### src/rtl/hsk_arb_pkg.sv
// Shared types and the round-robin pick for the half-handshake transmit arbiter.
package hsk_arb_pkg;

    typedef enum logic [1:0] {IDLE, REQ, ACK_LO} state_t;

    localparam int DEF_SYNC_STAGES = 2;
    localparam int MAX_REQ         = 32;
    localparam int MAX_IDX_W       = 5;

    // Returns the first requester at or after last+1, wrapping at n; returns last when none request.
    function automatic int rr_pick(input logic [MAX_REQ-1:0] req, input int last, input int n);
        int idx;
        rr_pick = last;
        // Walk from the farthest candidate back to the nearest so the nearest one wins.
        for (int k = MAX_REQ; k >= 1; k--) begin
            if (k <= n) begin
                idx = (last + k) % n;
                if (req[idx[MAX_IDX_W-1:0]]) rr_pick = idx;
            end
        end
    endfunction

endpackage

### src/rtl/rr_arbiter.sv
// Combinational round-robin arbiter: searches from last+1 and returns a one-hot and an index grant.
module rr_arbiter
    import hsk_arb_pkg::*;
#(
    parameter int N_REQ = 4
) (
    input  logic [N_REQ-1:0]         req,
    input  logic [$clog2(N_REQ)-1:0] last,
    output logic [N_REQ-1:0]         grant_onehot,
    output logic [$clog2(N_REQ)-1:0] grant_idx
);

    localparam int IW = $clog2(N_REQ);

    always_comb begin
        grant_idx    = IW'(rr_pick(MAX_REQ'(req), int'(last), N_REQ));
        grant_onehot = (|req) ? (N_REQ'(1) << grant_idx) : '0;
    end

endmodule

### src/rtl/half_handshake_tx_arbiter.sv
// Transmit side of the half-handshake CDC channel: round-robin grant, hold word until ack falls.
// Optional ack-wait timeout enabled by defining HSK_TIMEOUT_EN.
module half_handshake_tx_arbiter
    import hsk_arb_pkg::*;
#(
    parameter int N_REQ          = 4,
    parameter int DW             = 32,
    parameter int SYNC_STAGES    = DEF_SYNC_STAGES,
    parameter int TIMEOUT_CYCLES = 256
) (
    input  logic                     clk_trasnmit,
    input  logic                     rst_transmit,
    input  logic [N_REQ-1:0]         req_valid,
    input  logic [N_REQ*DW-1:0]      req_data,
    output logic [N_REQ-1:0]         req_ready,
    output logic [DW-1:0]            data_trndom,
    output logic                     tready,
    input  logic                     rack_trndom,
    output logic [$clog2(N_REQ)-1:0] grant_id,
    output logic                     busy,
    output logic                     timeout_err
);

    localparam int IW = $clog2(N_REQ);

    state_t               state, state_n;
    logic [SYNC_STAGES-1:0] rack_sync;
    logic                 rack_s;
    logic [IW-1:0]        last_q, last_n, grant_n, pick_idx;
    logic [N_REQ-1:0]     pick_onehot, req_ready_n;
    logic [DW-1:0]        pick_word, data_n;
    logic                 tready_n;

    // NOTE: the chain resets to 1 so a receiver still acking across our reset blocks any new grant.
    always_ff @(posedge clk_trasnmit or posedge rst_transmit) begin
        if (rst_transmit) rack_sync <= '1;
        else              rack_sync <= {rack_sync[SYNC_STAGES-2:0], rack_trndom};
    end

    assign rack_s = rack_sync[SYNC_STAGES-1];
    assign busy   = (state != IDLE);

    rr_arbiter #(.N_REQ(N_REQ)) u_rr (
        .req          (req_valid),
        .last         (last_q),
        .grant_onehot (pick_onehot),
        .grant_idx    (pick_idx)
    );

    always_comb begin
        pick_word = '0;
        for (int i = 0; i < N_REQ; i++) begin
            if (pick_onehot[i]) pick_word = req_data[i*DW +: DW];
        end
    end

`ifdef HSK_TIMEOUT_EN
    localparam int CW = $clog2(TIMEOUT_CYCLES + 1);

    logic [CW-1:0] tmo_cnt;
    logic          tmo_hit, timeout_n;

    assign tmo_hit = (tmo_cnt == CW'(TIMEOUT_CYCLES - 1));

    always_ff @(posedge clk_trasnmit or posedge rst_transmit) begin
        if (rst_transmit) begin
            tmo_cnt     <= '0;
            timeout_err <= 1'b0;
        end else begin
            timeout_err <= timeout_n;
            if (state_n != state)   tmo_cnt <= '0;
            else if (state != IDLE) tmo_cnt <= tmo_cnt + 1'b1;
        end
    end
`else
    assign timeout_err = 1'b0;
`endif

    // NOTE: every variable gets its hold value first, so no branch can infer a latch.
    always_comb begin
        state_n     = state;
        tready_n    = tready;
        data_n      = data_trndom;
        grant_n     = grant_id;
        last_n      = last_q;
        req_ready_n = '0;
`ifdef HSK_TIMEOUT_EN
        timeout_n   = 1'b0;
`endif
        case (state)
            IDLE: begin
                if (!rack_s && (|req_valid)) begin
                    state_n  = REQ;
                    tready_n = 1'b1;
                    data_n   = pick_word;
                    grant_n  = pick_idx;
                    last_n   = pick_idx;
                end
            end
            REQ: begin
                if (rack_s) begin
                    state_n     = ACK_LO;
                    tready_n    = 1'b0;
                    req_ready_n = N_REQ'(1) << grant_id;
                end
`ifdef HSK_TIMEOUT_EN
                else if (tmo_hit) begin
                    state_n     = ACK_LO;
                    tready_n    = 1'b0;
                    req_ready_n = N_REQ'(1) << grant_id;
                    timeout_n   = 1'b1;
                end
`endif
            end
            ACK_LO: begin
                if (!rack_s) state_n = IDLE;
`ifdef HSK_TIMEOUT_EN
                else if (tmo_hit) begin
                    state_n   = IDLE;
                    timeout_n = 1'b1;
                end
`endif
            end
            default: state_n = IDLE;
        endcase
    end

    // NOTE: sequential state uses <= so every register samples pre-edge values.
    always_ff @(posedge clk_trasnmit or posedge rst_transmit) begin
        if (rst_transmit) begin
            state       <= IDLE;
            tready      <= 1'b0;
            req_ready   <= '0;
            data_trndom <= '0;
            grant_id    <= '0;
            last_q      <= IW'(N_REQ - 1);
        end else begin
            state       <= state_n;
            tready      <= tready_n;
            req_ready   <= req_ready_n;
            data_trndom <= data_n;
            grant_id    <= grant_n;
            last_q      <= last_n;
        end
    end

endmodule
### config.mk
export PLATFORM = sky130hd
export DESIGN_NAME = half_handshake_tx_arbiter
export DESIGN_NICKNAME = d
export VERILOG_FILES = /design/src/rtl/hsk_arb_pkg.sv /design/src/rtl/rr_arbiter.sv /design/src/rtl/half_handshake_tx_arbiter.sv
export SDC_FILE = /design/constraint.sdc
export NUM_CORES = 1
export LEC_CHECK = 0
export CAP_MARGIN = 20
export CORE_ASPECT_RATIO = 2
export CORE_MARGIN = 5
export CORE_UTILIZATION = 42
export CTS_BUF_LIST = sky130_fd_sc_hd__clkbuf_2
export CTS_CLUSTER_DIAMETER = 40
export DETAILED_ROUTE_END_ITERATION = 10
export PLACE_DENSITY = 0.94
export REMOVE_ABC_BUFFERS = 1
export SLEW_MARGIN = 20
export SYNTH_ARGS = -nofsm -noshare
export SYNTH_HDL_FRONTEND = slang
export SYNTH_SLANG_ARGS = --single-unit
### constraint.sdc
create_clock -name clk_trasnmit -period 4.5 [get_ports clk_trasnmit]
set_input_delay 0.9 -clock clk_trasnmit [delete_from_list [all_inputs] [get_ports clk_trasnmit]]
set_output_delay 0.9 -clock clk_trasnmit [all_outputs]
set_load 0.1 [all_outputs]
# Word level (Yosys, flattened, before mapping)
# Index checks and enable logic that the tools add are counted.
[word_totals]
latch_bits = 0
word_cells = 65
input_bits = 135
ff_bits = 45
mem_count = 0
output_inout_bits = 41
ram_bits = 0
romBits = 0
[classes]
reduce_logical = 13
shifts = 2
n_lt_le_gt_ge = 4
multipliers = 0
eq_ne = 5
bitwise_logic = 4
muxes = 26
div = 0
n_addsub = 4
[op_table]
columns = ["cell", "n"]
rows = [
  ["$mux 32", 4],
  ["$lt 5x6->1 const B", 4],
  ["$mux 2", 7],
  ["$bmux 1 s3", 4],
  ["$mux 4", 3],
  ["$reduce_or 2->1", 4],
  ["$shl 1x2->4 const A", 2],
  ["$mux 1", 6],
  ["$ne 2x2->1 const B", 3],
  ["$pmux 2 s3", 1],
  ["$reduce_and 3->1", 2],
  ["$add 2x1->2 const B", 2],
  ["$add 2x2->2 const B", 2],
  ["$and 1x1->1 const A", 4],
  ["$reduce_bool 2->1", 2],
  ["$reduce_or 4->1", 1],
  ["$eq 2x1->1 const B", 1],
  ["$eq 2x2->1 const B", 1],
  ["$logic_not 2->1", 1],
  ["$pmux 1 s2", 1],
  ["$reduce_and 2->1", 1],
  ["$logic_and 1x1->1", 1],
  ["$logic_not 1->1", 1],
]

# Depth between registers and ports, before layout
# Gate-level depths: netlist (run 1).
[logic_depth]
word_depth = 15
mapped_depth = 8

# Modules after synthesis
# From an unflattened synthesis (run 1), not the netlist that was laid out.
[unflattened]
cells_unflattened = 263
area_unflattened_um2 = 3025.4
[modules_own_cells]
columns = ["mod", "area_per_inst_um2", "instances", "cells_per_inst"]
rows = [
  ["half_handshake_tx_arbiter", 2865.2, 1, 235],
  ["rr_arbiter", 160.2, 1, 28],
]

# Least setup slack after synthesis (run 1)
# Ideal clock, no wire load.
[synth_path]
path_kind = "input port to flip-flop"
start = "input req_valid[2]"
end = "register data_trndom[0]"
n_path_buf = 3
setup_ns = 0.130
path_stages = 8
arrival_ns = 2.381
setup_slack_ns = 1.989
required_ns = 4.370
cell_sequence = "or4_4 -> and2_1 -> buf_6 -> and3_4 -> buf_6 -> buf_6 -> a22oi_2 -> nand3_1"
[synth_via]
elab_chain_len = 12
word_cells_on_any_way = 21
classes_between = "1 x shift; 17 x mux; 3 x reduce/logical"
[synth_rtl]
columns = ["item", "line_no", "text"]
rows = [
  ["from (decl)", "half_handshake_tx_arbiter.sv:13", "input logic [N_REQ-1:0] req_valid,"],
  ["$bmux 1 s3", "hsk_arb_pkg.sv:18", "if (req[idx[MAX_IDX_W-1:0]]) rr_pick = idx;"],
  ["$mux 1 (implied by the code)", "hsk_arb_pkg.sv:18", ""],
  ["$mux 2 (4 in series)", "hsk_arb_pkg.sv:18", ""],
  ["$shl 1x2->4", "rr_arbiter.sv:17", "grant_onehot = (|req) ? (N_REQ'(1) << grant_idx) : '0;"],
  ["$mux 4", "rr_arbiter.sv:17", ""],
  ["$mux 32 (4 in series)", "half_handshake_tx_arbiter.sv:53", "if (pick_onehot[i]) pick_word = req_data[i*DW +: DW];"],
  ["to (signal assigned)", "half_handshake_tx_arbiter.sv:141", "data_trndom <= data_n;"],
  ["to (decl)", "half_handshake_tx_arbiter.sv:16", "output logic [DW-1:0] data_trndom,"],
]
# Parallel ways exist; a longest one is shown, timed or not. The select of a mux whose other input is x is not followed.
# A chain may end at the register's enable or synchronous reset.

# Final worst setup path (run 1)
[layout_path]
start = "register state[1]"
end = "output busy"
[layout_via]
elab_chain_len = 1
[layout_rtl]
columns = ["item", "line_no", "text"]
rows = [
  ["from (decl)", "half_handshake_tx_arbiter.sv:26", "state_t state, state_n;"],
  ["from (signal assigned)", "half_handshake_tx_arbiter.sv:138", "state <= state_n;"],
  ["$reduce_bool 2->1", "half_handshake_tx_arbiter.sv:41", "assign busy = (state != IDLE);"],
  ["to (decl)", "half_handshake_tx_arbiter.sv:20", "output logic busy,"],
]
# No other way between the ends.

==> results of run 1 <==
## power by group through the flow
stage | Combinational, W | Clock, W | Sequential, W
after floorplan | 0.000453 | 0 | 0.00174
after global placement | 0.00214 | 0 | 0.000686
after detailed placement | 0.00217 | 0 | 0.000694
after CTS | 0.00217 | 0.000242 | 0.000689
after global routing | 0.00225 | 0.000258 | 0.000713
final | 0.00217 | 0.000235 | 0.000690
## final timing paths
path	startpoint	endpoint	slack, ps	cells past startpoint
hold / removal	rack_sync[0]	rack_sync[1]	420	0
setup reg to reg	state[1]	data_trndom[22]	1970	7
setup / recovery	state[1]	busy	1400	2
min in group asynchronous	rst_transmit	data_trndom[24]	650	2
hold reg to reg	rack_sync[0]	rack_sync[1]	420	0
max in group asynchronous	rst_transmit	last_q[1]	3260	3
## cell usage in the layout (no fill, tap or decap), types with 3 or more instances in the layout
cell             instances
o221ai_1                 5
o21ai_0                  4
nand2b_1                 7
a21oi_1                  7
buf_4                    8
and2_1                   3
nor2_1                   7
clkdlybuf4s50_1        174
nand3_1                 29
nand2_1                 30
inv_1                    7
nor3_1                   6
dfrtp_1                 41
a21o_1                   4
o211ai_1                28
nor3b_1                 56
a22oi_1                 12
a22oi_2                 20
nor2b_1                  3
dfstp_2                  4
clkbuf_2                 5
## metal layers
metal	up-vias	global-route usage [%]	part of all wire, %
met5	-	0	0
met4	0	15.8	4.7
met3	47	4.95	6.1
met2	196	48.9	56
met1	1576	24.7	33
li1	1511	-	-
## cell families after synthesis
| logic type | Yosys count |
|---|---|
| other | 1 |
| AND/OR/NAND/NOR | 147 |
| AO/OA/AOI/OAI | 89 |
| buffers and inverters | 38 |
| flip-flops | 45 |
| XOR/XNOR | 1 |
## sequential cells by signal (all words and copies together), names as in the netlist
name and flops:
grant_id 2, data_trndom 32, req_ready 4, tready 1
rack_sync 2, state 2, last_q 2
## layout make-up
cell class                      instances  share of cell area (%)
Antenna cell                            1                  0.0520
Clock buffer                            5                   0.520
Clock inverter                          3                   0.857
Inverter                                8                   0.624
Multi-Input combinational cell        238                    34.3
Sequential cell                        45                    23.5
Tap cell                               90                    2.34
Timing Repair Buffer                  183                    37.8
## per-stage QoR
step	instances	worst slack [ps]	total power [W]	hold slack [ps]	cell area [um^2]
final	573	1400	0.00309	424	4820
after floorplan	291	1020	0.00219	345	2780
after global routing	573	1300	0.00322	410	4820
after global placement	563	1050	0.00282	346	4730
after detailed placement	563	943	0.00286	349	4730
after CTS	571	1360	0.00310	435	4790
==> results.ini, run 1 <==
[drt]
avgViaCountPerCell=5.81
dr.pass1.iters=5
dr_total_vias=3330
antenna_left=0
drtIter0Drc=261
wl_um=11600
drcViolationCount=0
routedWlPerCell_um=20.2

[run_status]
status=complete, no violations

[yosys]
yosysSeqAreaShare_pct=38.5
synth_cell_types=34
yosys.area_share.simple_pct=29.5
yosys.area.top_type_share_pct=34.9
synth_area_um2=2940
synthAdderAreaFrac_pct=0
netlist_top_cells_area=dfrtp_1, nor3b_1, a22oi_2
muxShareOfSynthArea_pct=0
async_reset_ff_share_pct=100
synth_edf_count=0
synthTopCellsByCount=nor3b_1, dfrtp_1, nand2_1, nand3_1, o211ai_1
netlist_instances=321
synth_top_family_by_area=simple AND/OR/NAND/NOR gates
synth_xor_area_share_pct=0.298
synth.most_common_cell=nor3b_1
yosys_warnings=0
synth_compound_area_share_pct=25.4
netlist.top_cell.by_area=dfrtp_1
ys.flop_type=dfrtp_1
ys_ff_latch=45
syn_avg_cell_area_um2=9.15

[pwr]
combPwrFrac_pct=70.1
pwr-share-seq_pct=22.3
p_sw_w=0.00187
clkPwrFrac_pct=7.6
p_leak_nw=1.82
p_per_area_nw_per_um2=642
switching_share_pct=60.4
p_int_w=0.00123
ir_drop_mv=0.343

[sta]
fmaxAchievable_mhz=323
finClkSkew_ps=36.6
period_share_pct=68.8
fin_crit_ps=3100
relSlewSlack_pct=31.2
rsz0062_at_grt=no
hold_viol_final=0
slew_violations=0
finalSetupTns_ps=0
worstMarginPinSlew_ps=1030
setup_viol=0

[cts]
hold_buffers=0
ctsResizeCount=0
clock_latency_ps=450
htree_num_levels=2
post_cts_buffers=0
cts_buffer_depth=2
clock_sinks=45
cts_tree=built
cts_buffers=5
clk_pin_slew_ps=270
ctsRootBufferMaster=clkbuf_2

[finish]
syn_to_final_growth_pct=64.0
multi_input_area_um2=1650
nFillCells=549
nets=616
finalCoreUtilization_pct=69.9
drive_gt1_share_pct=10.2
regArea_um2=1130

[die]
initial_core_util_pct=42.6
rows=43
fp.dieH_um=128
coreArea_um2=6890
die_w_um=69.1
num_io_pins=176
die_area_um2=8870

[hold_path]
min-delay-path-class=flop to flop

[grt]
antenna_found_initial=1
grt_pass1_wl_um=18000
grt_pass1_vias=3707
grt_max_degree=46
grt_use_total_pct=25.7
grt-ovfl-total=0

[setup_path]
cp.arrival_ps=2200
cp_data_required_time_ps=3600
startpoint_type=flop
worst-path-buf-inv=1
critical_path_class=flop to primary output
cp_top_family=buffers and inverters
slowest_stage=clkdlybuf4s50_1
path_cells=or2_2, clkdlybuf4s50_1
endpoint_kind=primary output
path_max_fanout=6
cpPeakStageDelay_ps=970

[placement]
portBuffers=174
finalWeightedCongestion=0.846
hpwl_um=8840

[flow_run]
maxCapViolCount=0

Power figures use the tool's default switching activity.
==> run 2: changes to the inputs <==
--- a/config.mk
+++ b/config.mk
@@ -8,11 +8,11 @@
 export CAP_MARGIN = 20
 export CORE_ASPECT_RATIO = 2
 export CORE_MARGIN = 5
-export CORE_UTILIZATION = 42
+export CORE_UTILIZATION = 39
 export CTS_BUF_LIST = sky130_fd_sc_hd__clkbuf_2
 export CTS_CLUSTER_DIAMETER = 40
 export DETAILED_ROUTE_END_ITERATION = 10
-export PLACE_DENSITY = 0.94
+export PLACE_DENSITY = 0.88
 export REMOVE_ABC_BUFFERS = 1
 export SLEW_MARGIN = 20
 export SYNTH_ARGS = -nofsm -noshare
==> constraint.sdc (replaced) <==
create_clock -name clk_trasnmit -period 3.1 [get_ports clk_trasnmit]
set_input_delay 0.62 -clock clk_trasnmit [delete_from_list [all_inputs] [get_ports clk_trasnmit]]
set_output_delay 0.62 -clock clk_trasnmit [all_outputs]
set_load 0.1 [all_outputs]
==> results.ini, run 2 (synthesized netlist as in run 1, its figures left out) <==
[cts]
clock_sinks=45  ; unchanged
clock_latency_ps=410  ; was 450 ps
clk_pin_slew_ps=240  ; was 270 ps
ctsRootBufferMaster=clkbuf_2  ; unchanged
cts_buffers=5  ; unchanged
cts_buffer_depth=2  ; unchanged
ctsResizeCount=0  ; unchanged
hold_buffers=0  ; unchanged
htree_num_levels=2  ; unchanged
cts_tree=built  ; unchanged
post_cts_buffers=0  ; unchanged

[grt]
grt-ovfl-total=0  ; unchanged
antenna_found_initial=1  ; unchanged
grt_pass1_vias=3765  ; was 3707
grt_max_degree=46  ; unchanged
grt_use_total_pct=24.1  ; was 25.7%
grt_pass1_wl_um=18100  ; was 18000 um

[flow_run]
maxCapViolCount=0  ; unchanged

[sta]
slew_violations=0  ; unchanged
period_share_pct=78.2
finalSetupTns_ps=0  ; unchanged
setup_viol=0  ; unchanged
finClkSkew_ps=6.61  ; was 36.6 ps
rsz0062_at_grt=no  ; unchanged
holdWs_ps=374  ; was 424 ps
fin_crit_ps=2420
hold_viol_final=0  ; unchanged
fmaxAchievable_mhz=413

[placement]
portBuffers=174  ; unchanged
hpwl_um=9080  ; was 8840 um
finalWeightedCongestion=0.947  ; was 0.846

[setup_path]
worst-path-buf-inv=2  ; was 1
path_max_fanout=28  ; was 6
cp.arrival_ps=2740  ; was 2200 ps
cp_data_required_time_ps=3420  ; was 3600 ps
cpPeakStageDelay_ps=580  ; was 970 ps
slowest_stage=or4_4  ; was clkdlybuf4s50_1
path_cells=clkdlybuf4s50_1, or4_4, and2_1, buf_4, and3_4, a22oi_1, nand3_1  ; was or2_2, clkdlybuf4s50_1
startpoint_type=input pin  ; was flop
endpoint_kind=flop  ; was primary output
cp_top_family=simple AND/OR/NAND/NOR gates  ; was buffers and inverters
critical_path_class=input pin to flop  ; was flop to primary output

[finish]
final_cell_mix=clkdlybuf4s50_1, nor3b_1, buf_4, dfrtp_1, nand2_1  ; was clkdlybuf4s50_1, nor3b_1, dfrtp_1, nand2_1, nand3_1
syn_to_final_growth_pct=64.3  ; was 64.0%
finalCoreUtilization_pct=65.9  ; was 69.9%
nets=625  ; was 616
top_register=data_trndom  ; unchanged
reg.largest.list=data_trndom: 32 flops, req_ready: 4 flops  ; unchanged
largest_register_ffs=32  ; unchanged
final_common_cell=clkdlybuf4s50_1  ; unchanged
drive_gt1_share_pct=20.0  ; was 10.2%

[hold_path]
min-delay-path-class=flop to flop  ; unchanged

[drt]
antenna_left=0  ; unchanged
drcViolationCount=0  ; unchanged
drtIter0Drc=187  ; was 261
wl_um=11600  ; about the same
avgViaCountPerCell=5.80  ; was 5.81
routedWlPerCell_um=19.8  ; was 20.2 um
dr.pass1.iters=4  ; was 5
dr_total_vias=3386  ; was 3330

[pwr]
p_leak_nw=1.93  ; was 1.82 nW
p_sw_w=0.00273  ; was 0.00187 W
p_per_area_nw_per_um2=933  ; was 642 nW/um^2
combPwrFrac_pct=70.2  ; was 70.1%
pwr-share-seq_pct=22.3  ; about the same
ir_drop_mv=0.457  ; was 0.343 mV
clkPwrFrac_pct=7.5  ; was 7.6%
p_int_w=0.00177  ; was 0.00123 W
switching_share_pct=60.6  ; was 60.4%

[die]
die_area_um2=9470  ; was 8870 um^2
num_io_pins=176  ; unchanged
coreArea_um2=7320  ; was 6890 um^2
die_w_um=71.4  ; was 69.1 um
rows=44  ; was 43
fp.dieH_um=133  ; was 128 um
initial_core_util_pct=40.1  ; was 42.6%

[run_status]
status=complete, no violations  ; unchanged

run 2: cell types whose count changed in the layout (fill, tap and decap cells not counted):
cell,previous run,this run
buf_12,1,4
buf_4,8,54
clkdlybuf4s50_1,174,134
run 2: cell type report:
type	instances	area (um^2)
Fill cell	631	2500
Clock inverter	3	41.3
Multi-Input combinational cell	238	1650
Timing Repair Buffer	192	1830
Clock buffer	5	25.0
Sequential cell	45	1130
Antenna cell	1	2.50
Tap cell	92	115
Inverter	8	30.0
run 2: worst paths after layout:
| kind | startpoint | to | slack, ps | cells after the start |
|---|---|---|---|---|
| min in group asynchronous | rst_transmit | data_trndom[27] | 480 | 2 |
| setup / recovery | req_valid[2] | data_trndom[28] | 680 | 7 |
| hold reg to reg | rack_sync[0] | rack_sync[1] | 370 | 0 |
| hold / removal | rack_sync[0] | rack_sync[1] | 370 | 0 |
| max in group asynchronous | rst_transmit | last_q[1] | 2040 | 3 |
| setup reg to reg | last_q[1] | data_trndom[28] | 970 | 6 |
run 2: power groups by stage:
stage               combinational, W  clock, W  sequential [W]
floorplan                   0.000658         0         0.00252
global placement             0.00311         0         0.00100
detailed placement           0.00316         0         0.00102
CTS                          0.00316  0.000342         0.00101
global route                 0.00328  0.000369         0.00104
finish                       0.00316  0.000338         0.00100
run 2: layer usage:
metal  global-route usage (%)  wire length (um)  vias up
li1                         -                 -     1529
met1                     23.4              3810     1616
met2                     44.2              6300      196
met3                     4.78               821       45
met4                     15.8               649        0
met5                        0                 0        -
run 2: metrics by stage:
step           instances  area [um^2]  total power (W)  setup slack (ps)
6_report             584         4820          0.00450               676
4_1_cts              582         4800          0.00451               712
2_1_floorplan        291         2780          0.00318             -96.0
3_3_place_gp         574         4730          0.00411               312
5_1_grt              584         4820          0.00470               629
3_5_place_dp         574         4730          0.00418               233
